### config.mk
export PLATFORM = sky130hd
export DESIGN_NAME = quicksort_main
export DESIGN_NICKNAME = d
export VERILOG_FILES = /design/src/rtl/quicksort_pkg.sv /design/src/rtl/quicksort_array_ram.sv /design/src/rtl/quicksort_main.sv
export SDC_FILE = /design/constraint.sdc
export NUM_CORES = 2
export LEC_CHECK = 0
export CAP_MARGIN = 20
export CORE_ASPECT_RATIO = 2
export CORE_MARGIN = 2
export CORE_UTILIZATION = 52
export CTS_CLUSTER_SIZE = 10
export DETAILED_ROUTE_END_ITERATION = 16
export PLACE_DENSITY_LB_ADDON = 0.2
export SLEW_MARGIN = 20
export SYNTH_ARGS = -nofsm -noshare
export SYNTH_HDL_FRONTEND = slang
export SYNTH_SLANG_ARGS = --single-unit
### constraint.sdc
create_clock -name clock -period 13.95 [get_ports clock]
set_input_delay 2.79 -clock clock [delete_from_list [all_inputs] [get_ports clock]]
set_output_delay 2.79 -clock clock [all_outputs]
set_load 0.03 [all_outputs]
### src/rtl/quicksort_pkg.sv
// rtl/quicksort_pkg.sv - sizes, reset contents and FSM states for the quicksort accelerator
package quicksort_pkg;

  localparam int N           = 16;
  localparam int ELEM_W      = 8;
  localparam int IDX_W       = 4;
  localparam int ADDR_W      = 7;
  localparam int STACK_DEPTH = 16;
  localparam int SP_W        = $clog2(STACK_DEPTH + 1);
  localparam int SIDX_W      = $clog2(STACK_DEPTH);
  localparam int NCH         = 2;
  localparam int SIZE_W      = 4;

  typedef enum logic [2:0] {
    IDLE, POP, PART_INIT, PART_CMP, PART_SWAP, PIVOT_SWAP, PUSH, DONE
  } state_e;

  function automatic logic [ELEM_W-1:0] reset_elem(input int i);
    return ELEM_W'(((7 * i + 46) % 32) - 16);
  endfunction

endpackage

### src/rtl/quicksort_array_ram.sv
// rtl/quicksort_array_ram.sv - 16x8 register array with a sorter swap port and two host byte channels
module quicksort_array_ram
  import quicksort_pkg::*;
#(
  parameter int unsigned BASE = 32
) (
  input  logic                     clk,
  input  logic                     rst,
  input  logic [IDX_W-1:0]         rd_idx_a,
  input  logic [IDX_W-1:0]         rd_idx_b,
  output logic [ELEM_W-1:0]        rd_data_a,
  output logic [ELEM_W-1:0]        rd_data_b,
  input  logic                     swap_en,
  input  logic [IDX_W-1:0]         wr_idx_a,
  input  logic [IDX_W-1:0]         wr_idx_b,
  input  logic [ELEM_W-1:0]        wr_data_a,
  input  logic [ELEM_W-1:0]        wr_data_b,
  input  logic                     host_wr_en,
  input  logic [NCH-1:0]           s_oe,
  input  logic [NCH-1:0]           s_we,
  input  logic [NCH*ADDR_W-1:0]    s_addr,
  input  logic [NCH*ELEM_W-1:0]    s_wdata,
  input  logic [NCH*SIZE_W-1:0]    s_size,
  output logic [NCH*ELEM_W-1:0]    s_rdata,
  output logic [NCH-1:0]           s_rdy
);

  logic [ELEM_W-1:0]     mem_q [N];
  logic [ELEM_W-1:0]     mem_d [N];
  logic [NCH*ELEM_W-1:0] rdata_q, rdata_d;
  logic [NCH-1:0]        rdy_q, rdy_d;
  logic [NCH-1:0]        hit;
  logic [IDX_W-1:0]      off  [NCH];
  logic [ELEM_W-1:0]     mask [NCH];

  for (genvar ch = 0; ch < NCH; ch++) begin : g_dec
    logic [31:0] addr;
    assign addr     = 32'(s_addr[ch*ADDR_W +: ADDR_W]);
    assign hit[ch]  = (addr >= BASE) && (addr < BASE + 32'(N));
    assign off[ch]  = IDX_W'(addr - BASE);
    assign mask[ch] = ELEM_W'((16'd1 << s_size[ch*SIZE_W +: SIZE_W]) - 16'd1);
  end

  always_comb begin
    mem_d   = mem_q;
    rdata_d = '0;
    rdy_d   = '0;
    if (swap_en) begin
      mem_d[wr_idx_a] = wr_data_a;
      mem_d[wr_idx_b] = wr_data_b;
    end
    // Channel 1 is applied last so it wins a same-offset write collision.
    for (int ch = 0; ch < NCH; ch++) begin
      if (hit[ch] && s_oe[ch]) begin
        rdata_d[ch*ELEM_W +: ELEM_W] = mem_q[off[ch]];
        rdy_d[ch]                    = 1'b1;
      end else if (hit[ch] && s_we[ch]) begin
        rdy_d[ch] = 1'b1;
        if (host_wr_en) begin
          mem_d[off[ch]] = (s_wdata[ch*ELEM_W +: ELEM_W] & mask[ch]) |
                           (mem_q[off[ch]] & ~mask[ch]);
        end
      end
    end
  end

  always_ff @(posedge clk) begin
    if (rst) begin
      for (int i = 0; i < N; i++) mem_q[i] <= reset_elem(i);
      rdata_q <= '0;
      rdy_q   <= '0;
    end else begin
      mem_q   <= mem_d;
      rdata_q <= rdata_d;
      rdy_q   <= rdy_d;
    end
  end

  assign rd_data_a = mem_q[rd_idx_a];
  assign rd_data_b = mem_q[rd_idx_b];
  assign s_rdata   = rdata_q;
  assign s_rdy     = rdy_q;

endmodule

### src/rtl/quicksort_main.sv
// rtl/quicksort_main.sv - iterative Lomuto quicksort over a host-visible 16-byte array
module quicksort_main
  import quicksort_pkg::*;
#(
  parameter int unsigned MEM_var_28860_28869 = 32,
  parameter int unsigned MEM_var_29141_28866 = 32
) (
  input  logic        clock,
  input  logic        reset,
  input  logic        start_port,
  input  logic [1:0]  S_oe_ram,
  input  logic [1:0]  S_we_ram,
  input  logic [13:0] S_addr_ram,
  input  logic [15:0] S_Wdata_ram,
  input  logic [7:0]  S_data_ram_size,
  input  logic [15:0] M_Rdata_ram,
  input  logic [1:0]  M_DataRdy,
  output logic        done_port,
  output logic [15:0] Sout_Rdata_ram,
  output logic [1:0]  Sout_DataRdy,
  output logic [1:0]  Mout_oe_ram,
  output logic [1:0]  Mout_we_ram,
  output logic [13:0] Mout_addr_ram,
  output logic [15:0] Mout_Wdata_ram,
  output logic [7:0]  Mout_data_ram_size
);

  state_e                   state_q, state_d;
  logic [IDX_W-1:0]         lo_q, lo_d, hi_q, hi_d, j_q, j_d, s_q, s_d;
  logic signed [ELEM_W-1:0] pivot_q, pivot_d;
  logic [SP_W-1:0]          sp_q, sp_d, push_sp;
  logic [IDX_W-1:0]         stk_lo_q [STACK_DEPTH];
  logic [IDX_W-1:0]         stk_lo_d [STACK_DEPTH];
  logic [IDX_W-1:0]         stk_hi_q [STACK_DEPTH];
  logic [IDX_W-1:0]         stk_hi_d [STACK_DEPTH];
  logic                     done_q, done_d;

  logic [IDX_W-1:0]  rd_idx_a, rd_idx_b;
  logic [ELEM_W-1:0] rd_data_a, rd_data_b;
  logic              swap_en;
  logic              unused_ok;

  assign unused_ok = ^{M_Rdata_ram, M_DataRdy, MEM_var_29141_28866};

  quicksort_array_ram #(
    .BASE (MEM_var_28860_28869)
  ) u_ram (
    .clk        (clock),
    .rst        (reset),
    .rd_idx_a   (rd_idx_a),
    .rd_idx_b   (rd_idx_b),
    .rd_data_a  (rd_data_a),
    .rd_data_b  (rd_data_b),
    .swap_en    (swap_en),
    .wr_idx_a   (rd_idx_a),
    .wr_idx_b   (rd_idx_b),
    .wr_data_a  (rd_data_b),
    .wr_data_b  (rd_data_a),
    .host_wr_en (state_q == IDLE),
    .s_oe       (S_oe_ram),
    .s_we       (S_we_ram),
    .s_addr     (S_addr_ram),
    .s_wdata    (S_Wdata_ram),
    .s_size     (S_data_ram_size),
    .s_rdata    (Sout_Rdata_ram),
    .s_rdy      (Sout_DataRdy)
  );

  // Both swaps exchange the two read ports' elements crosswise.
  always_comb begin
    rd_idx_a = j_q;
    rd_idx_b = hi_q;
    swap_en  = 1'b0;
    case (state_q)
      PART_SWAP: begin
        rd_idx_a = s_q;
        rd_idx_b = j_q;
        swap_en  = 1'b1;
      end
      PIVOT_SWAP: begin
        rd_idx_a = s_q;
        swap_en  = 1'b1;
      end
      default: ;
    endcase
  end

  always_comb begin
    state_d  = state_q;
    lo_d     = lo_q;
    hi_d     = hi_q;
    j_d      = j_q;
    s_d      = s_q;
    pivot_d  = pivot_q;
    sp_d     = sp_q;
    stk_lo_d = stk_lo_q;
    stk_hi_d = stk_hi_q;
    done_d   = 1'b0;
    push_sp  = sp_q;
    case (state_q)
      IDLE: begin
        if (start_port) begin
          stk_lo_d[0] = '0;
          stk_hi_d[0] = IDX_W'(N - 1);
          sp_d        = SP_W'(1);
          state_d     = POP;
        end
      end
      POP: begin
        if (sp_q == '0) begin
          done_d  = 1'b1;
          state_d = DONE;
        end else begin
          lo_d    = stk_lo_q[SIDX_W'(sp_q - 1'b1)];
          hi_d    = stk_hi_q[SIDX_W'(sp_q - 1'b1)];
          sp_d    = sp_q - 1'b1;
          state_d = PART_INIT;
        end
      end
      PART_INIT: begin
        pivot_d = rd_data_b;
        j_d     = lo_q;
        s_d     = lo_q;
        state_d = PART_CMP;
      end
      PART_CMP: begin
        if (j_q == hi_q) begin
          state_d = PIVOT_SWAP;
        end else if ($signed(rd_data_a) < pivot_q) begin
          state_d = PART_SWAP;
        end else begin
          j_d = j_q + 1'b1;
        end
      end
      PART_SWAP: begin
        s_d     = s_q + 1'b1;
        j_d     = j_q + 1'b1;
        state_d = PART_CMP;
      end
      PIVOT_SWAP: state_d = PUSH;
      PUSH: begin
        // Pivot landed at s; 5-bit compares keep s-1 / s+1 from wrapping.
        if ({1'b0, s_q} > {1'b0, lo_q} + 5'd1) begin
          stk_lo_d[SIDX_W'(push_sp)] = lo_q;
          stk_hi_d[SIDX_W'(push_sp)] = s_q - 1'b1;
          push_sp                    = push_sp + 1'b1;
        end
        if ({1'b0, s_q} + 5'd1 < {1'b0, hi_q}) begin
          stk_lo_d[SIDX_W'(push_sp)] = s_q + 1'b1;
          stk_hi_d[SIDX_W'(push_sp)] = hi_q;
          push_sp                    = push_sp + 1'b1;
        end
        sp_d    = push_sp;
        state_d = POP;
      end
      DONE:    state_d = IDLE;
      default: state_d = IDLE;
    endcase
  end

  always_ff @(posedge clock) begin
    if (reset) begin
      state_q <= IDLE;
      lo_q    <= '0;
      hi_q    <= '0;
      j_q     <= '0;
      s_q     <= '0;
      pivot_q <= '0;
      sp_q    <= '0;
      done_q  <= 1'b0;
    end else begin
      state_q <= state_d;
      lo_q    <= lo_d;
      hi_q    <= hi_d;
      j_q     <= j_d;
      s_q     <= s_d;
      pivot_q <= pivot_d;
      sp_q    <= sp_d;
      done_q  <= done_d;
    end
  end

  always_ff @(posedge clock) begin
    stk_lo_q <= stk_lo_d;
    stk_hi_q <= stk_hi_d;
  end

  assign done_port          = done_q;
  assign Mout_oe_ram        = '0;
  assign Mout_we_ram        = '0;
  assign Mout_addr_ram      = '0;
  assign Mout_Wdata_ram     = '0;
  assign Mout_data_ram_size = '0;

endmodule

==> Word-level counts from Yosys, hierarchy flattened <==
Cells that the tools add are included.
{ "word_totals": {"wordCells": 231, "output_inout_bits": 61, "ff_bits": 307} }
{ "classes": {"shift": 2, "muxes": 78, "addsub": 12, "n_lt_le_gt_ge": 20, "n_bitwise": 19, "n_reduce_logical": 28, "n_eq_ne": 13} }
{ "op_table": {"columns": ["cell", "n"], "rows": [
  ["2-to-1 mux 128 bit", 7],
  ["bitwise mux 128 bit", 4],
  ["2-to-1 mux 64 bit", 6],
  ["bitwise mux 64 bit", 4],
  ["binary-select mux 8 bit (select 4 bit)", 4],
  ["demux 8 bit (select 4 bit)", 4],
  ["2-to-1 mux 8 bit", 12],
  ["2-to-1 mux 4 bit", 12],
  ["greater-or-equal comparator 5 bit (second input constant)", 7],
  ["NOT 4 -> 5 bit", 7],
  ["AND 8 bit", 4],
  ["binary-select mux 4 bit (select 4 bit)", 2],
  ["demux 4 bit (select 4 bit)", 2],
  ["less-than comparator 5 x 1 -> 1 bit (second input constant)", 6],
  ["2-to-1 mux 5 bit", 5],
  ["case mux 4 bit (2 select lines)", 3],
  ["case mux 3 bit (7 select lines)", 1],
  ["NOT 8 bit", 2],
  ["bitwise OR 8 bit", 2],
  ["<< shifter 1 x 4 -> 8 bit (first input constant)", 2],
  ["subtractor 8 x 1 -> 8 bit (second input constant)", 2],
  ["case mux 5 bit (3 select lines)", 1],
  ["greater-or-equal comparator 7 x 6 -> 1 bit (second input constant)", 2],
  ["less-than comparator 7 x 6 -> 1 bit (second input constant)", 2],
  ["other kinds (26)", 69]
]} }

==> Longest topological paths before layout <==
{ "depth": {"depth_word": 19, "ltp_mapped": 21} }

==> By module <==
Synthesis repeated with hierarchy kept, for this count alone.
{ "unflattened": {"cells_unflattened": 2576, "hier_area_um2": 24392.1} }
{ "modules_own_cells": {"columns": ["module", "n_inst", "area_per_inst_um2", "cells_per_inst", "seq_area_each_um2"], "rows": [
  ["quicksort_array_ram", 1, 13827.0, 1560, 2922.8],
  ["quicksort_main", 1, 10565.1, 1016, 4504.3]
]} }

==> Least setup slack after synthesis <==
Ideal clock, no wire load.
{ "synth_timing": {"path_type": "input port to flip-flop", "startpoint": "input port S_addr_ram[1]", "endpoint": "register u_ram.mem_q[16] (netlist name)", "arrival_ps": 5446, "t_required_ps": 13819, "path_buffers": 3, "path_slack_ps": 8373, "path_stages": 8, "setup_ps": 131, "cell_sequence": "buf_1 clkbuf_1 mux4_2 mux4_2 mux2_2 clkbuf_1 a221oi_1 o21ai_0"} }
{ "synth_between": {"elab_chain_len": 15, "word_cells_on_any_way": 25} }
{ "synth_rtl": {"columns": ["item", "line_no", "rtl"], "rows": [
  ["start, declared", "quicksort_main.sv:13", "input logic [13:0] S_addr_ram,"],
  ["subtractor 4 x 1 -> 4 bit", "quicksort_array_ram.sv:40", "assign off[ch] = IDX_W'(addr - BASE);"],
  ["NOT 4 -> 5 bit", "quicksort_array_ram.sv:61", "(mem_q[off[ch]] & ~mask[ch]);"],
  ["binary-select mux 8 bit (select 4 bit)", "quicksort_array_ram.sv:61", null],
  ["2-to-1 mux 8 bit (implied by the code) (2 in a row)", "quicksort_array_ram.sv:61", null],
  ["AND 8 bit", "quicksort_array_ram.sv:61", null],
  ["bitwise OR 8 bit", "quicksort_array_ram.sv:60", "mem_d[off[ch]] = (s_wdata[ch*ELEM_W +: ELEM_W] & mask[ch]) |"],
  ["bitwise mux 128 bit", "quicksort_array_ram.sv:60", null],
  ["2-to-1 mux 128 bit", "quicksort_array_ram.sv:59", "if (host_wr_en) begin"],
  ["2-to-1 mux 128 bit", "quicksort_array_ram.sv:57", "end else if (hit[ch] && s_we[ch]) begin"],
  ["2-to-1 mux 128 bit *", "quicksort_array_ram.sv:54", "if (hit[ch] && s_oe[ch]) begin"],
  ["bitwise mux 128 bit", "quicksort_array_ram.sv:60", null],
  ["2-to-1 mux 128 bit", "quicksort_array_ram.sv:59", null],
  ["2-to-1 mux 128 bit", "quicksort_array_ram.sv:57", null],
  ["2-to-1 mux 128 bit *", "quicksort_array_ram.sv:54", null],
  ["end signal, assigned", "quicksort_array_ram.sv:73", "mem_q <= mem_d;"],
  ["end, declared", "quicksort_array_ram.sv:28", "logic [ELEM_W-1:0] mem_q [N];"]
]} }
Mark *: on every way between the ends. The rest lies on a longest branch, timed or not. The select of a mux whose other input is x is not followed.
A chain may end at the register's enable or synchronous reset.

==> Final worst setup path <==
{ "layout_timing": {"startpoint": "register state_q[1]", "endpoint": "register j_q[3]"} }
{ "layout_between": {"elab_chain_len": 10, "word_cells_on_any_way": 16} }
{ "layout_rtl": {"columns": ["item", "line_no", "rtl"], "rows": [
  ["start, declared", "quicksort_main.sv:28", "state_e state_q, state_d;"],
  ["start signal, assigned", "quicksort_main.sv:172", "state_q <= state_d;"],
  ["equality test 3 bit (on tied branches)", "quicksort_main.sv:74, quicksort_main.sv:100", null],
  ["OR reduction 2 bit (no line)", null, null],
  ["2-to-1 mux 4 bit", "quicksort_main.sv:74", "case (state_q)"],
  ["NOT 4 -> 5 bit (implied by the code)", "quicksort_array_ram.sv:79", "assign rd_data_a = mem_q[rd_idx_a];"],
  ["binary-select mux 8 bit (select 4 bit)", "quicksort_array_ram.sv:79", null],
  ["2-to-1 mux 8 bit (implied by the code) (2 in a row)", "quicksort_array_ram.sv:79", null],
  ["less-than comparator 8 bit", "quicksort_main.sv:129", "end else if ($signed(rd_data_a) < pivot_q) begin"],
  ["inequality test 2 bit (no line)", null, null],
  ["AND reduction 3 bit (no line)", null, null],
  ["end signal, assigned", "quicksort_main.sv:175", "j_q <= j_d;"],
  ["end, declared", "quicksort_main.sv:29", "logic [IDX_W-1:0] lo_q, lo_d, hi_q, hi_d, j_q, j_d, s_q, s_d;"]
]} }
Several ways; a longest one is shown, not always the timed one. The select of a mux whose other input is x is not followed.

==> results.txt <==
Synth top cells by count: nand2_1, nor2_1, a21oi_1
most numerous cell on the critical path: buf_4
run status: complete, no violations
Tcrit/Tclk final: 51.8%
drt pass-1 iters: 13
die area: 0.0493 sq mm
Critical Path Max Stage Delay: 0.89 ns
first-pass GRT wire length: 160000 um
# H-tree levels: 2
total CTS buffers: 37
Static Leak: 9.19 nW
Final Hold Viols: 0
vias in the first global route: 23400
Worst path slowest cell: mux2i_4
setup TNS: 0 ns
Synth warnings: 0
clk slew on worst S/H paths: 0.06 ns
Max Freq: 0.138 GHz
WL per Instance: 32.5 um
Clock Skews: 0.0313 ns
EDFF count, synth: 128
Chip Height: 312 um
hpwl dp: 71800 um
GRT overflow: 0
Setup-failing EPs final: 0
ys flop type: dfxtp_1
count leader, synth: nand2_1
Top delay family on crit path: multiplexers
Mapped Area: 0.0247 sq mm
cts repair resizes: 0
share of the yosys chip area belonging to registers: 30.1%
Worst Hold Class: reg2reg
worst skew pair latency: 0.61 ns
total number of vias: 26000
hold buffer count at cts: 0
Slew @ Worst Pin: 1.42 ns
final WL: 111000 um
maximum buffer depth of the clock tree: 3
Worst EP required: 14.39 ns
Place WS: 6.74 ns
largest net degree at the start of global routing: 84
post-synthesis cell type count: 91
Synth area leader: edfxtp_1
Remaining DRCs: 0
initial antenna violation count: 9
vias per std cell: 7.63
Layout Cells excl Fill: 3408
TritonCTS clock tree: built
RSZ-0062 raised after global routing: no
Setup WS post-layout: 6.72 ns
I/O pin cnt: 124
filler instances: 4345
Max-slew headroom: 4.67%
Layout Nets: 2842
FF+latch count, synth: 307
Max Fanout on Critical Path: 31
crit end category: flop
Routed Antenna Nets: 0
IO buf count: 63
P per Cell Area: 183 mW/mm^2
fin crit period: 7.23 ns
Max IR drop VDD: 0.000106 V
total power: 0.00489 W
CP Class: reg2reg
Crit path buffers/inverters: 3
placer congestion estimate: 1.16
starting density of the core: 52.3%
Std-Cell Rows: 113
Async S/R FF share, synth: 0%
core box area: 0.0472 sq mm
DRT iter0 DRCs: 5164
die width: 158 um
CP startpoint kind: flop
CTS root buffer: clkbuf_16
synthesized instance count: 2816
Avg Cell Area, Syn: 8.77 sq um
Max Cap Viol: 0
Setup Fix Bufs, Post-CTS: 0
placed cells: 3342
Slew Viols, Final: 0
CTS sink count: 307
total track usage: 44.2%
Worst Path Arrival: 7.66 ns
CP cell instances: nand2b_1 > buf_4 > mux2i_4 > buf_4 > mux4_2 > nand2_1 > nand4_1 > buf_4 > ha_1 > a2111oi_0 > o21ai_0 > o21ai_0 > and3b_1 > o21a_1 > nor4_1 > a211oi_4 > mux2i_1 > a21oi_1
layout cells sized above 1: 12.8%
P&R area growth vs syn: 7.92%
area share of the largest cell type after synthesis: 15.6%
synth top area cells: edfxtp_1, dfxtp_1, mux4_2, nand2_1, nor2_1
routing by layer:
| metal | track usage, % | share of wire (%) | up-vias | wire length, um |
|---|---|---|---|---|
| met2 | 59.8 | 40 | 2404 | 44300 |
| li1 | - | - | 10600 | - |
| met5 | 0.912 | 0.17 | - | 184 |
| met4 | 31.4 | 9.7 | 15 | 10800 |
| met1 | 55.9 | 34 | 12200 | 38000 |
| met3 | 19.1 | 16 | 770 | 17400 |
layout by cell type (no fill, tap or decap), drive strengths merged, types with 8 or more instances in the layout:
master	n
dfxtp	179
conb	42
nand2b	13
a21oi	230
o22ai	59
or2	8
clkbuf	57
nor3	62
inv	43
edfxtp	128
nor2	352
nand2	359
xnor2	12
o31ai	10
a211oi	38
clkdlybuf4s50	58
nand3	76
mux4	162
o211ai	9
o21a	14
mux2	30
a221oi	115
and2	19
a22oi	26
o21ai	166
a2111oi	34
nand3b	10
buf	73
mux2i	101
nor2b	19
ha	28
o221ai	80
a31oi	21
and3	27
cells by family (layout without fill, tap and decap cells):
kind of cell             after synthesis  after routing  share of synthesized area, %
AND/OR/NAND/NOR                      983            983                          17.2
buffers and inverters                321            238                          6.22
adder cells (fa/ha/maj)               28             28                          1.42
AO/OA/AOI/OAI                        864            864                          23.8
XOR/XNOR                              19             19                         0.674
other                                  1             44                        0.0152
flip-flops                           307            307                          30.1
multiplexers                         293            293                          20.5
worst paths after layout:
check	start	end	slack (ns)	cells after the start
setup reg to reg	state_q[1]$_SDFFE_PP0P_	j_q[3]$_SDFFE_PP0P_	6.72	18
hold reg to reg	pivot_q[7]$_SDFFE_PP0N_	pivot_q[7]$_SDFFE_PP0N_	0.45	2
hold / removal	pivot_q[7]$_SDFFE_PP0N_	pivot_q[7]$_SDFFE_PP0N_	0.45	2
setup / recovery	state_q[1]$_SDFFE_PP0P_	j_q[3]$_SDFFE_PP0P_	6.72	18
worst reg2reg max path: cells and delay by family, from the launching register on:
kind | cells | cell delay, ns
compound gates | 6 | 1.41
fa+ha+maj | 1 | 0.26
flops | 1 | 0.63
mux | 3 | 1.76
simple gates | 5 | 1.42
buf+inv | 3 | 1.62
registers in the layout, summed over array words and instances, names as in the netlist, 5 cells and up:
name and flops:
stk_lo_q 64, sp_q 5, pivot_q 8, stk_hi_q 64
u_ram.s_rdata 16, u_ram.mem_q 128
report_power, final:
part | internal [W] | leakage [nW] | total (W) | switching (W)
clock network | 0.000506 | 0.525 | 0.000939 | 0.000434
logic | 0.000857 | 6.07 | 0.00274 | 0.00188
registers | 0.00105 | 2.60 | 0.00121 | 0.000158
total | 0.00241 | 9.19 | 0.00489 | 0.00247
layout make-up:
class | count | area (sq um) | share of cell area (%)
well taps | 632 | 791 | 2.97
flip-flops and latches | 307 | 7430 | 27.9
clock inverters | 5 | 98.8 | 0.371
clock buffers | 57 | 1010 | 3.79
multi-input cells | 2229 | 16000 | 60.1
diodes | 2 | 5.00 | 0.0188
repair buffers | 131 | 1130 | 4.23
inverters | 45 | 171 | 0.643
metrics by stage:
stage          hold slack (ns)  area (sq um)  utilization [%]
6_report                 0.454         26600             56.4
5_1_grt                  0.470         26600             56.4
4_1_cts                  0.456         26600             56.3
3_5_place_dp             0.449         25500             54.0
3_3_place_gp             0.446         25500             54.0
2_1_floorplan            0.436         24800                -
(Power assumes the default switching activity.)
